File: src/rtl/cache_victim_sel.sv
// Victim-way selector for a set-associative cache: invalid-way preference, then
// pseudo-random (XNOR LFSR) or round-robin choice among unlocked ways, registered.
module cache_victim_sel #(
  parameter int                    NUM_WAYS   = 8,
  parameter int                    LFSR_WIDTH = 8,
  parameter logic [LFSR_WIDTH-1:0] SEED       = '0,
  parameter bit                    FREE_RUN   = 1'b0
) (
  input  logic                        clk_i,
  input  logic                        rst_ni,
  input  logic                        req_i,
  input  logic                        mode_i,
  input  logic [NUM_WAYS-1:0]         valid_ways_i,
  input  logic [NUM_WAYS-1:0]         lock_ways_i,
  input  logic                        seed_load_i,
  input  logic [LFSR_WIDTH-1:0]       seed_i,
  output logic                        valid_o,
  output logic [NUM_WAYS-1:0]         victim_oh_o,
  output logic [$clog2(NUM_WAYS)-1:0] victim_bin_o,
  output logic                        no_victim_o,
  output logic [LFSR_WIDTH-1:0]       lfsr_o
);

  localparam int IDX_W = $clog2(NUM_WAYS);

  // Tap masks are the 1-based tap positions shifted down to 0-based bits.
  localparam logic [31:0] TAP_MASK32 =
      (LFSR_WIDTH == 8)  ? 32'h0000_00B8 :
      (LFSR_WIDTH == 16) ? 32'h0000_D008 :
      (LFSR_WIDTH == 24) ? 32'h00E1_0000 :
                           32'h8020_0003;
  localparam logic [LFSR_WIDTH-1:0] TAPS = TAP_MASK32[LFSR_WIDTH-1:0];

  if (NUM_WAYS < 2 || NUM_WAYS > 16 || (NUM_WAYS & (NUM_WAYS - 1)) != 0) begin : g_bad_ways
    $fatal(1, "cache_victim_sel: NUM_WAYS must be a power of two in 2..16");
  end
  if (LFSR_WIDTH != 8 && LFSR_WIDTH != 16 && LFSR_WIDTH != 24 && LFSR_WIDTH != 32) begin : g_bad_width
    $fatal(1, "cache_victim_sel: LFSR_WIDTH must be 8, 16, 24 or 32");
  end
  if (&SEED) begin : g_bad_seed
    $fatal(1, "cache_victim_sel: SEED must not be all-ones (XNOR lock-up state)");
  end

  logic                  valid_q, valid_d;
  logic [NUM_WAYS-1:0]   victim_oh_q, victim_oh_d;
  logic [IDX_W-1:0]      victim_bin_q, victim_bin_d;
  logic                  no_victim_q, no_victim_d;
  logic [LFSR_WIDTH-1:0] lfsr_q, lfsr_d;
  logic [IDX_W-1:0]      rr_q, rr_d;

  logic [NUM_WAYS-1:0]   unlocked;
  logic [NUM_WAYS-1:0]   inv_cand;
  logic                  any_unlocked;
  logic                  inv_found;
  logic [IDX_W-1:0]      inv_idx;
  logic [IDX_W-1:0]      start_idx;
  logic [IDX_W-1:0]      cand_idx;
  logic [IDX_W-1:0]      scan_idx;
  logic [IDX_W-1:0]      victim_idx;
  logic                  shift_in;

  always_comb begin
    unlocked     = ~lock_ways_i;
    inv_cand     = unlocked & ~valid_ways_i;
    any_unlocked = |unlocked;

    // Descending walk so the lowest matching index is the last one written.
    inv_found = 1'b0;
    inv_idx   = '0;
    for (int i = NUM_WAYS - 1; i >= 0; i--) begin
      if (inv_cand[i]) begin
        inv_found = 1'b1;
        inv_idx   = IDX_W'(i);
      end
    end

    // Wrap-around scan: index arithmetic wraps naturally at IDX_W bits.
    start_idx = mode_i ? rr_q : lfsr_q[IDX_W-1:0];
    scan_idx  = start_idx;
    cand_idx  = start_idx;
    for (int k = NUM_WAYS - 1; k >= 0; k--) begin
      cand_idx = start_idx + IDX_W'(k);
      if (unlocked[cand_idx]) begin
        scan_idx = cand_idx;
      end
    end

    victim_idx = inv_found ? inv_idx : scan_idx;
  end

  always_comb begin
    valid_d      = req_i;
    victim_oh_d  = victim_oh_q;
    victim_bin_d = victim_bin_q;
    no_victim_d  = no_victim_q;
    rr_d         = rr_q;

    if (req_i) begin
      if (any_unlocked) begin
        victim_bin_d = victim_idx;
        victim_oh_d  = NUM_WAYS'(1) << victim_idx;
        no_victim_d  = 1'b0;
        if (mode_i && !inv_found) begin
          rr_d = victim_idx + IDX_W'(1);
        end
      end else begin
        victim_bin_d = '0;
        victim_oh_d  = '0;
        no_victim_d  = 1'b1;
      end
    end
  end

  always_comb begin
    shift_in = ~^(lfsr_q & TAPS);
    lfsr_d   = lfsr_q;
    if (seed_load_i) begin
      // Never load the all-ones dead state.
      lfsr_d = (&seed_i) ? '0 : seed_i;
    end else if (req_i || FREE_RUN) begin
      lfsr_d = {lfsr_q[LFSR_WIDTH-2:0], shift_in};
    end
  end

  always_ff @(posedge clk_i or negedge rst_ni) begin
    if (!rst_ni) begin
      valid_q      <= 1'b0;
      victim_oh_q  <= '0;
      victim_bin_q <= '0;
      no_victim_q  <= 1'b0;
      lfsr_q       <= SEED;
      rr_q         <= '0;
    end else begin
      valid_q      <= valid_d;
      victim_oh_q  <= victim_oh_d;
      victim_bin_q <= victim_bin_d;
      no_victim_q  <= no_victim_d;
      lfsr_q       <= lfsr_d;
      rr_q         <= rr_d;
    end
  end

  assign valid_o      = valid_q;
  assign victim_oh_o  = victim_oh_q;
  assign victim_bin_o = victim_bin_q;
  assign no_victim_o  = no_victim_q;
  assign lfsr_o       = lfsr_q;

endmodule

File: config.mk
export PLATFORM = sky130hd
export DESIGN_NAME = cache_victim_sel
export DESIGN_NICKNAME = d
export VERILOG_FILES = /design/src/rtl/cache_victim_sel.sv
export SDC_FILE = /design/constraint.sdc
export NUM_CORES = 1
export LEC_CHECK = 0
export ABC_AREA = 0
export BUFFER_PORTS_ARGS = -buffer_cell sky130_fd_sc_hd__buf_2
export CORE_ASPECT_RATIO = 1.25
export CORE_MARGIN = 3
export CORE_UTILIZATION = 53
export CTS_BUF_LIST = sky130_fd_sc_hd__clkbuf_4
export DETAILED_ROUTE_END_ITERATION = 12
export HOLD_SLACK_MARGIN = 0.05
export PLACE_DENSITY = 0.79
export SLEW_MARGIN = 5
export SYNTH_ARGS = -nofsm -noshare
export SYNTH_HDL_FRONTEND = slang
export SYNTH_SLANG_ARGS = --single-unit
File: constraint.sdc
create_clock -name clk_i -period 5.62 [get_ports clk_i]
set_input_delay 0.562 -clock clk_i [delete_from_list [all_inputs] [get_ports clk_i]]
set_output_delay 0.562 -clock clk_i [all_outputs]
set_load 0.02 [all_outputs]
==> results of run 1 <==
-- where the power goes --
group	internal, mW	switching, mW	leakage, nW
logic	0.225	0.296	0.776
registers	0.200	0.0241	0.304
clock network	0.0721	0.0506	0.0279
total	0.497	0.371	1.11
-- metal layers --
layer	vias up	wire (um)	track usage [%]
met3	20	230	2.37
met1	897	2220	31.6
met2	71	2500	36.4
met5	-	0	0
met4	0	173	10.4
li1	916	-	-
-- final timing paths --
kind	cells after the start	from	to
setup reg to reg	11	lfsr_o[0]$_DFFE_PN0P_	rr_q[2]$_DFFE_PN0P_
max in group asynchronous	1	rst_ni	victim_oh_o[5]$_DFFE_PN0P_
hold reg to reg	1	victim_oh_o[1]$_DFFE_PN0P_	victim_oh_o[1]$_DFFE_PN0P_
setup / recovery	12	mode_i	rr_q[2]$_DFFE_PN0P_
min in group clk_i	3	seed_i[6]	lfsr_o[6]$_DFFE_PN0P_
hold / removal	1	rst_ni	lfsr_o[6]$_DFFE_PN0P_
-- worst max-delay path, delay by kind of cell --
| kind | cells | cell delay (ps) |
|---|---|---|
| compound gates | 3 | 890 |
| xor+xnor | 1 | 510 |
| fa+ha+maj | 2 | 540 |
| buf+inv | 2 | 310 |
| mux | 3 | 1170 |
| simple gates | 1 | 80 |
-- synth_stat cells, drive strengths merged, types with 2 or more instances --
cell,n,area (um^2)
and2,3,18.8
o21ai,13,65.1
a21boi,2,15.0
xnor2,4,42.6
nand2b,2,12.5
dfrtp,24,601
o22ai,5,31.3
mux2,9,105
ha,6,75.1
buf,2,16.3
nand3,2,10.0
mux2i,26,297
nand4,3,18.8
a21oi,8,40.0
nand2,22,82.6
a211o,2,17.5
nor2,19,71.3
a22oi,2,15.0
a221o,2,20.0
o2bb2ai,6,52.6
inv,7,31.3
nor4,3,31.3
a22o,2,17.5
clkbuf,3,11.3
mux4,6,139
o22a,2,17.5
a32o,2,20.0
nor2b,2,12.5
nor3,5,25.0
a31oi,3,18.8
-- flip-flops by register name, summed over array words and instances, names as in the netlist --
name          flops
valid_o           1
victim_oh_o       8
victim_bin_o      3
lfsr_o            8
no_victim_o       1
rr_q              3
-- final cells by class --
class / count / area (um^2)
well taps: 52 / 65.1
inverters: 7 / 31.3
flip-flops and latches: 24 / 601
multi-input cells: 175 / 1420
fillers: 306 / 1210
clock inverters: 1 / 30.0
clock buffers: 3 / 22.5
repair buffers: 50 / 253
-- stage by stage --
| step | hold WS [ps] | std cells | worst slack, ps | power (mW) |
|---|---|---|---|---|
| floorplan | 266 | 211 | 1660 | 0.626 |
| global placement | 467 | 308 | 1440 | 0.737 |
| detailed placement | 463 | 308 | 1400 | 0.742 |
| CTS | 214 | 312 | 1730 | 0.866 |
| global route | 221 | 312 | 1470 | 0.923 |
| finish | 196 | 312 | 1750 | 0.868 |
-- kinds of logic after synthesis --
| family | Yosys count | share of synthesized area (%) |
|---|---|---|
| simple gates | 63 | 14.8 |
| compound gates | 60 | 21.4 |
| mux | 41 | 26.0 |
| flops | 24 | 28.9 |
| buf+inv | 12 | 2.83 |
| fa+ha+maj | 6 | 3.61 |
| xor+xnor | 5 | 2.47 |
==> run_results.csv, run 1 <==
group,metric,value,unit
global_route,first_global_vias,1912,
placed_design,placed_area,2370,um^2
sta,final.period_utilization,68.9,%
critical_path,cp_max_fo,9,
power_and_ir_drop,peakVddDrop,214,uV
yosys,synth_fp_nets,246,
cts,worstSkewPairLatency,310,ps
die,core_area,3630,um^2
sta,rsz0062_at_grt,"false",
power_and_ir_drop,p_leak,1.11,nW
yosys,yosys_warnings,0,
die,row_count,24,
critical_path,reg2reg_slack,1820,ps
sta,setup_viol,0,
die,boundaryPins,50,
drt,num_vias,1904,
final_layout,area_growth,16.5,%
final_layout,final_nets,296,
die,initial_core_util,57.2,%
critical_path,cp.required,5830,ps
sta,timing_hold_violations_final,0,
yosys,syn_area_per_cell,9.86,um^2
critical_path,critical_path_class,"in2reg",
cts,cts_root_buffer,"clkbuf_4",
critical_path,cpPeakStageDelay,510,ps
final_layout,diodes,0,
yosys,synth_flop_cell,"dfrtp_1",
cts,cts_tree,"done",
cts,cts_hold_buf,0,
yosys,synth_edf_count,0,
sta,fmax,258,MHz
final_layout,final_cell_mix,"49 x buf_2, 24 x dfrtp_1, 22 x nand2_1",
yosys,ys_seq_elements,24,
sta,worst_clock_skew,2.29,ps
critical_path,critPathLaunchType,"primary input",
global_route,globalRouteOverflowTotal,0,
drt,drt-vias-per-instance,6.10,
yosys,synth_area,2080,um^2
drt,drc,0,
drt,first_pass_iters,4,
placed_design,globalplace.congestion,0.932,
die,die-area,4720,um^2
final_layout,layout_commonest_cell,"buf_2",
hold_path,holdCritPathClass,"in2async",
global_route,grt_start_max_net_pins,25,
outcome,status,"completed",
yosys,seq_area_frac_synth,28.9,%
sta,drv_slew,0,
final_layout,final_core_util,66.7,%
die,die_y,76.0,um
global_route,antenna_found_initial,0,
drt,wl_per_cell,16.4,um
cts,cts.clk_slew.worst_paths,130,ps
placed_design,hpwl,3.91,mm
flow_run,drv_cap,0,
critical_path,crit_slowest_cell,"mux2i_4",
cts,cts_max_path_buffers,2,
yosys,netlist_instances,211,
critical_path,endpoint_kind,"flop",
yosys,async_reset_ff_share,100,%
yosys,synthDistinctLibCells,56,
cts,post_cts_buffers,0,
critical_path,cp_data_arrival_time,4090,ps
final_layout,final_layout_size_suffix_gt1_share,31.2,%
die,die_w,62.0,um
sta,tns,0,ps
global_route,grt_usage,23.3,%
cts,htreeDepth,1,
sta,timing.slew.headroom,61.2,%
drt,postRouteAntennaNets,0,
critical_path,worstPathCellList,"buf_2 -> mux2i_4 -> inv_6 -> ha_1 -> xnor2_1 -> mux2_2 -> a221o_1 -> a2111oi_0 -> o31a_2 -> nor2_1 -> ha_1 -> mux2_2",
cts,cts_buffers,3,
drt,drt_iter0_drc,133,
power_and_ir_drop,p_per_area,358,nW/um^2
sta,finalCriticalPeriod,3870,ps
cts,post_cts_resized,0,
global_route,grt_pass1_wl,8.68,mm
drt,wl,5.12,mm
final_layout,final_area,2420,um^2
placed_design,port_buffers,49,
cts,cts.sink_count,24,
sta,worstMarginPinSlew,566,ps
(Power assumes the default switching activity.)
==> run 2, diff against run 1 <==
==> constraint.sdc (replaced) <==
create_clock -name clk_i -period 4.1 [get_ports clk_i]
set_input_delay 0.41 -clock clk_i [delete_from_list [all_inputs] [get_ports clk_i]]
set_output_delay 0.41 -clock clk_i [all_outputs]
set_load 0.02 [all_outputs]
==> run 2 against run 1 <==
Against the previous run: sequential share of layout area fell by 0.23 points; flip-flop and latch count unchanged; critical path depth grew 1; cell count grew 0.96%; worst hold slack lost 150 ps; non-clock buffer count up 3; global-route usage about the same; sequential power up 37%; die area unchanged; critical path type is now reg2reg; critical endpoint unchanged; largest cell class unchanged; largest power group unchanged.
==> run_results.csv, run 2 (synthesis results as in run 1) <==
group,metric,value,unit
sta,timing.slew.headroom,60.8,%
outcome,status,"completed",
cts,post_cts_resized,0,
flow_run,drv_cap,0,
placed_design,port_buffers,49,
critical_path,cpPeakStageDelay,500,ps
cts,cts.clk_slew.worst_paths,130,ps
cts,cts_hold_buf,0,
sta,setup_viol,0,
placed_design,globalplace.congestion,0.821,
power_and_ir_drop,power,1.21,mW
global_route,grt_usage,23.3,%
sta,timing_hold_violations_final,0,
drt,drt-vias-per-instance,6.10,
cts,cts_root_buffer,"clkbuf_4",
power_and_ir_drop,p_leak,1.12,nW
final_layout,area_growth,17.6,%
sta,worstMarginPinSlew,572,ps
final_layout,final_area,2440,um^2
critical_path,critPathLaunchType,"flop",
critical_path,worstPathCellList,"mux2i_4 -> inv_6 -> ha_1 -> xnor2_1 -> buf_4 -> mux4_2 -> a21oi_1 -> nor2_1 -> o21ai_1 -> nor3b_4 -> nor2_1 -> ha_1 -> mux2_2",
die,row_count,24,
die,boundaryPins,50,
cts,cts_tree,"done",
critical_path,endpoint_kind,"flop",
die,die_y,76.0,um
critical_path,reg2reg_slack,510,ps
critical_path,crit_slowest_cell,"mux4_2",
sta,fin_hold_ws,49.5,ps
die,die-area,4720,um^2
sta,fmax,278,MHz
sta,finalCriticalPeriod,3590,ps
cts,htreeDepth,1,
global_route,grt_start_max_net_pins,25,
critical_path,crit_family,"multiplexers",
cts,worstSkewPairLatency,320,ps
global_route,antenna_found_initial,0,
final_layout,final_cell_mix,"49 x buf_2, 24 x dfrtp_1, 22 x nand2_1",
final_layout,diodes,0,
hold_path,holdCritPathClass,"in2async",
placed_design,hpwl,4.06,mm
cts,cts_max_path_buffers,2,
drt,drc,0,
drt,first_pass_iters,4,
final_layout,final_layout_size_suffix_gt1_share,31.9,%
cts,cts.sink_count,24,
drt,drt_iter0_drc,124,
cts,cts_buffers,3,
drt,postRouteAntennaNets,0,
critical_path,worst-path-buf-inv,2,
sta,drv_slew,0,
die,die_w,62.0,um
sta,final.period_utilization,87.6,%
critical_path,cp_data_arrival_time,3810,ps
drt,wl_per_cell,16.7,um
final_layout,layout_commonest_cell,"buf_2",
drt,num_vias,1920,
power_and_ir_drop,power_switching,520,uW
die,initial_core_util,57.2,%
global_route,first_global_vias,1846,
cts,post_cts_buffers,0,
final_layout,final_core_util,67.3,%
power_and_ir_drop,power_frac_seq,25.3,%
critical_path,cp_max_fo,9,
final_layout,final_nets,299,
critical_path,cp.required,4320,ps
placed_design,placed_area,2390,um^2
power_and_ir_drop,peakVddDrop,328,uV
power_and_ir_drop,p_comb_share,60.9,%
sta,tns,0,ps
global_route,globalRouteOverflowTotal,0,
sta,worst_clock_skew,4.38,ps
power_and_ir_drop,p_per_area,497,nW/um^2
power_and_ir_drop,swShare,42.9,%
critical_path,critical_path_class,"reg2reg",
global_route,grt_pass1_wl,8.65,mm
die,core_area,3630,um^2
power_and_ir_drop,p_clk_share,13.9,%
sta,rsz0062_at_grt,"false",
drt,wl,5.26,mm
power_and_ir_drop,p_int,694,uW
[run 2: cell types whose count changed in the layout (fill, tap and decap cells not counted)]
cell,delta
buf_4,+3
[run 2: worst paths after layout]
kind | startpoint | endpoint | cells past startpoint
max | lfsr_o[0]$_DFFE_PN0P_ | rr_q[2]$_DFFE_PN0P_ | 13
min | rst_ni | victim_bin_o[0]$_DFFE_PN0P_ | 1
max reg2reg | lfsr_o[0]$_DFFE_PN0P_ | rr_q[2]$_DFFE_PN0P_ | 13
min reg2reg | victim_oh_o[1]$_DFFE_PN0P_ | victim_oh_o[1]$_DFFE_PN0P_ | 1
max in group asynchronous | rst_ni | rr_q[1]$_DFFE_PN0P_ | 1
min in group clk_i | seed_i[1] | lfsr_o[1]$_DFFE_PN0P_ | 3
[run 2: layout make-up]
class                   instances  area (um^2)
multi-input cells             175         1420
inverters                       7         31.3
flip-flops and latches         24          601
fillers                       310         1190
clock inverters                 1         30.0
repair buffers                 53          275
clock buffers                   3         22.5
well taps                      52         65.1
[run 2: power by group through the flow]
| stage | registers, mW | logic (mW) | clock network (mW) |
|---|---|---|---|
| 6_report | 0.307 | 0.739 | 0.169 |
| 5_1_grt | 0.312 | 0.795 | 0.182 |
| 4_1_cts | 0.307 | 0.730 | 0.170 |
| 3_5_place_dp | 0.311 | 0.726 | 0 |
| 3_3_place_gp | 0.311 | 0.719 | 0 |
| 2_1_floorplan | 0.340 | 0.519 | 0 |
[run 2: metal layers]
metal	share of wire, %	global-route usage (%)	vias to the layer above
met4	1.7	7.22	0
met2	51	37.2	72
li1	-	-	925
met5	0	0	-
met1	43	31.8	912
met3	4.6	3.05	11
[run 2: stage by stage]
stage / setup WS, ps / std cells
4_1_cts: 543 / 315
3_5_place_dp: 310 / 311
2_1_floorplan: 294 / 211
5_1_grt: 283 / 315
6_report: 507 / 315
3_3_place_gp: 364 / 311
==> run 3, diff against run 2 <==
--- a/config.mk
+++ b/config.mk
@@ -14,6 +14,7 @@
 export DETAILED_ROUTE_END_ITERATION = 12
 export HOLD_SLACK_MARGIN = 0.05
 export PLACE_DENSITY = 0.79
+export RECOVER_POWER = 25
 export SLEW_MARGIN = 5
 export SYNTH_ARGS = -nofsm -noshare
 export SYNTH_HDL_FRONTEND = slang
==> run 3 against run 2 <==
Against the previous run: register-to-register slack hardly changed; first-iteration DRC count stayed put; clock skew fell by 2.1 ps; cell count is the same; total power is essentially flat; design area shrank 0.10%; maximum frequency about the same; global-route usage did not move; sequential share of layout area barely moved; flip-flop and latch count unchanged; combinational power about the same; critical path type unchanged.
==> run_results.csv, run 3 (synthesis results as in run 1) <==
group,metric,value,unit
critical_path,critical_path_class,"reg2reg",
cts,worstSkewPairLatency,320,ps
final_layout,final_core_util,67.2,%
global_route,globalRouteOverflowTotal,0,
cts,htreeDepth,1,
drt,num_vias,1910,
cts,cts_hold_buf,0,
critical_path,endpoint_kind,"flop",
drt,wl,5.24,mm
placed_design,port_buffers,49,
drt,drt-vias-per-instance,6.06,
critical_path,critPathLaunchType,"flop",
final_layout,final_layout_size_suffix_gt1_share,31.2,%
sta,tns,0,ps
critical_path,worstRegToRegCells,13,
final_layout,diodes,0,
final_layout,fillers,312,
placed_design,hpwl,4.06,mm
cts,cts_root_buffer,"clkbuf_4",
critical_path,cp_data_arrival_time,3810,ps
die,row_count,24,
critical_path,crit_family,"multiplexers",
cts,cts_max_path_buffers,2,
outcome,status,"completed",
power_and_ir_drop,peakVddDrop,331,uV
sta,setup_slack,505,ps
global_route,grt_usage,23.3,%
power_and_ir_drop,p_per_area,497,nW/um^2
global_route,grt_start_max_net_pins,25,
sta,finalCriticalPeriod,3600,ps
critical_path,cp_max_fo,9,
drt,first_pass_iters,4,
critical_path,crit_slowest_cell,"mux4_2",
cts,cts_buffers,3,
cts,cts.clk_slew.worst_paths,130,ps
cts,post_cts_buffers,0,
die,core_area,3630,um^2
final_layout,final_cell_mix,"47 x buf_2, 24 x dfrtp_1, 22 x nand2_1",
drt,drt_iter0_drc,124,
placed_design,globalplace.congestion,0.821,
drt,wl_per_cell,16.6,um
cts,cts.sink_count,24,
sta,rsz0062_at_grt,"false",
die,die_w,62.0,um
die,initial_core_util,57.2,%
die,die_y,76.0,um
die,die-area,4720,um^2
sta,worst_clock_skew,2.26,ps
sta,timing_hold_violations_final,0,
critical_path,worst-path-buf-inv,2,
cts,cts_tree,"done",
die,boundaryPins,50,
sta,drv_slew,0,
hold_path,holdCritPathClass,"in2reg",
placed_design,place_ws,310,ps
critical_path,cp.required,4320,ps
critical_path,cp.depth,13,
final_layout,area_growth,17.4,%
power_and_ir_drop,p_leak,1.12,nW
global_route,grt_pass1_wl,8.65,mm
drt,drc,0,
sta,final.period_utilization,87.7,%
final_layout,layout_commonest_cell,"buf_2",
hold_path,worstHoldPathCells,3,
global_route,first_global_vias,1846,
placed_design,placed_area,2390,um^2
critical_path,reg2reg_slack,500,ps
final_layout,final_nets,299,
sta,setup_viol,0,
final_layout,final_area,2440,um^2
critical_path,cpPeakStageDelay,500,ps
drt,postRouteAntennaNets,0,
cts,post_cts_resized,0,
critical_path,worstPathCellList,"mux2i_4 -> inv_6 -> ha_1 -> xnor2_1 -> buf_4 -> mux4_2 -> a21oi_1 -> nor2_1 -> o21ai_1 -> nor3b_4 -> nor2_1 -> ha_1 -> mux2_2",
sta,timing.slew.headroom,16.8,%
flow_run,drv_cap,0,
sta,fmax,278,MHz
global_route,antenna_found_initial,0,
sta,worstMarginPinSlew,1250,ps
-- run 3: cell types whose count changed in the layout (fill, tap and decap cells not counted) --
cell	delta
buf_2	-2
clkbuf_1	+2
-- run 3: report_power, final --
group,total (mW),switching [mW],leakage (nW),internal (mW)
Sequential,0.307,0.0321,0.304,0.274
Combinational,0.738,0.418,0.785,0.320
Clock,0.169,0.0704,0.0279,0.0989
-- run 3: final timing paths --
kind,endpoint,start
hold / removal,lfsr_o[1]$_DFFE_PN0P_,seed_i[1]
min in group asynchronous,lfsr_o[7]$_DFFE_PN0P_,rst_ni
setup / recovery,rr_q[2]$_DFFE_PN0P_,lfsr_o[0]$_DFFE_PN0P_
hold reg to reg,victim_oh_o[1]$_DFFE_PN0P_,victim_oh_o[1]$_DFFE_PN0P_
setup reg to reg,rr_q[2]$_DFFE_PN0P_,lfsr_o[0]$_DFFE_PN0P_
max in group asynchronous,victim_oh_o[7]$_DFFE_PN0P_,rst_ni
-- run 3: worst min-delay path, cell delays in order --
cell	delay, ps
buf_2	90
nand2_1	40
o21ai_0	50
-- run 3: per-layer routing --
metal  vias up  global-route usage [%]  wire [um]
met5         -                       0          0
met1       912                    31.8       2270
met4         0                    7.22        110
met2        65                    37.2       2640
li1        923                       -          -
met3        10                    3.05        223
-- run 3: final cells by class --
| type | count | area [um^2] | area share [%] |
|---|---|---|---|
| clock buffers | 3 | 22.5 | 0.922 |
| inverters | 7 | 31.3 | 1.28 |
| repair buffers | 53 | 273 | 11.2 |
| clock inverters | 1 | 30.0 | 1.23 |
| well taps | 52 | 65.1 | 2.66 |
| multi-input cells | 175 | 1420 | 58.1 |
| flip-flops and latches | 24 | 601 | 24.6 |
-- run 3: stage by stage --
stage,total power [mW],hold slack (ps),std cells
3_5_place_dp,1.04,411,311
5_1_grt,1.29,319,315
3_3_place_gp,1.03,408,311
4_1_cts,1.21,61.5,315
6_report,1.21,303,315
2_1_floorplan,0.859,114,211
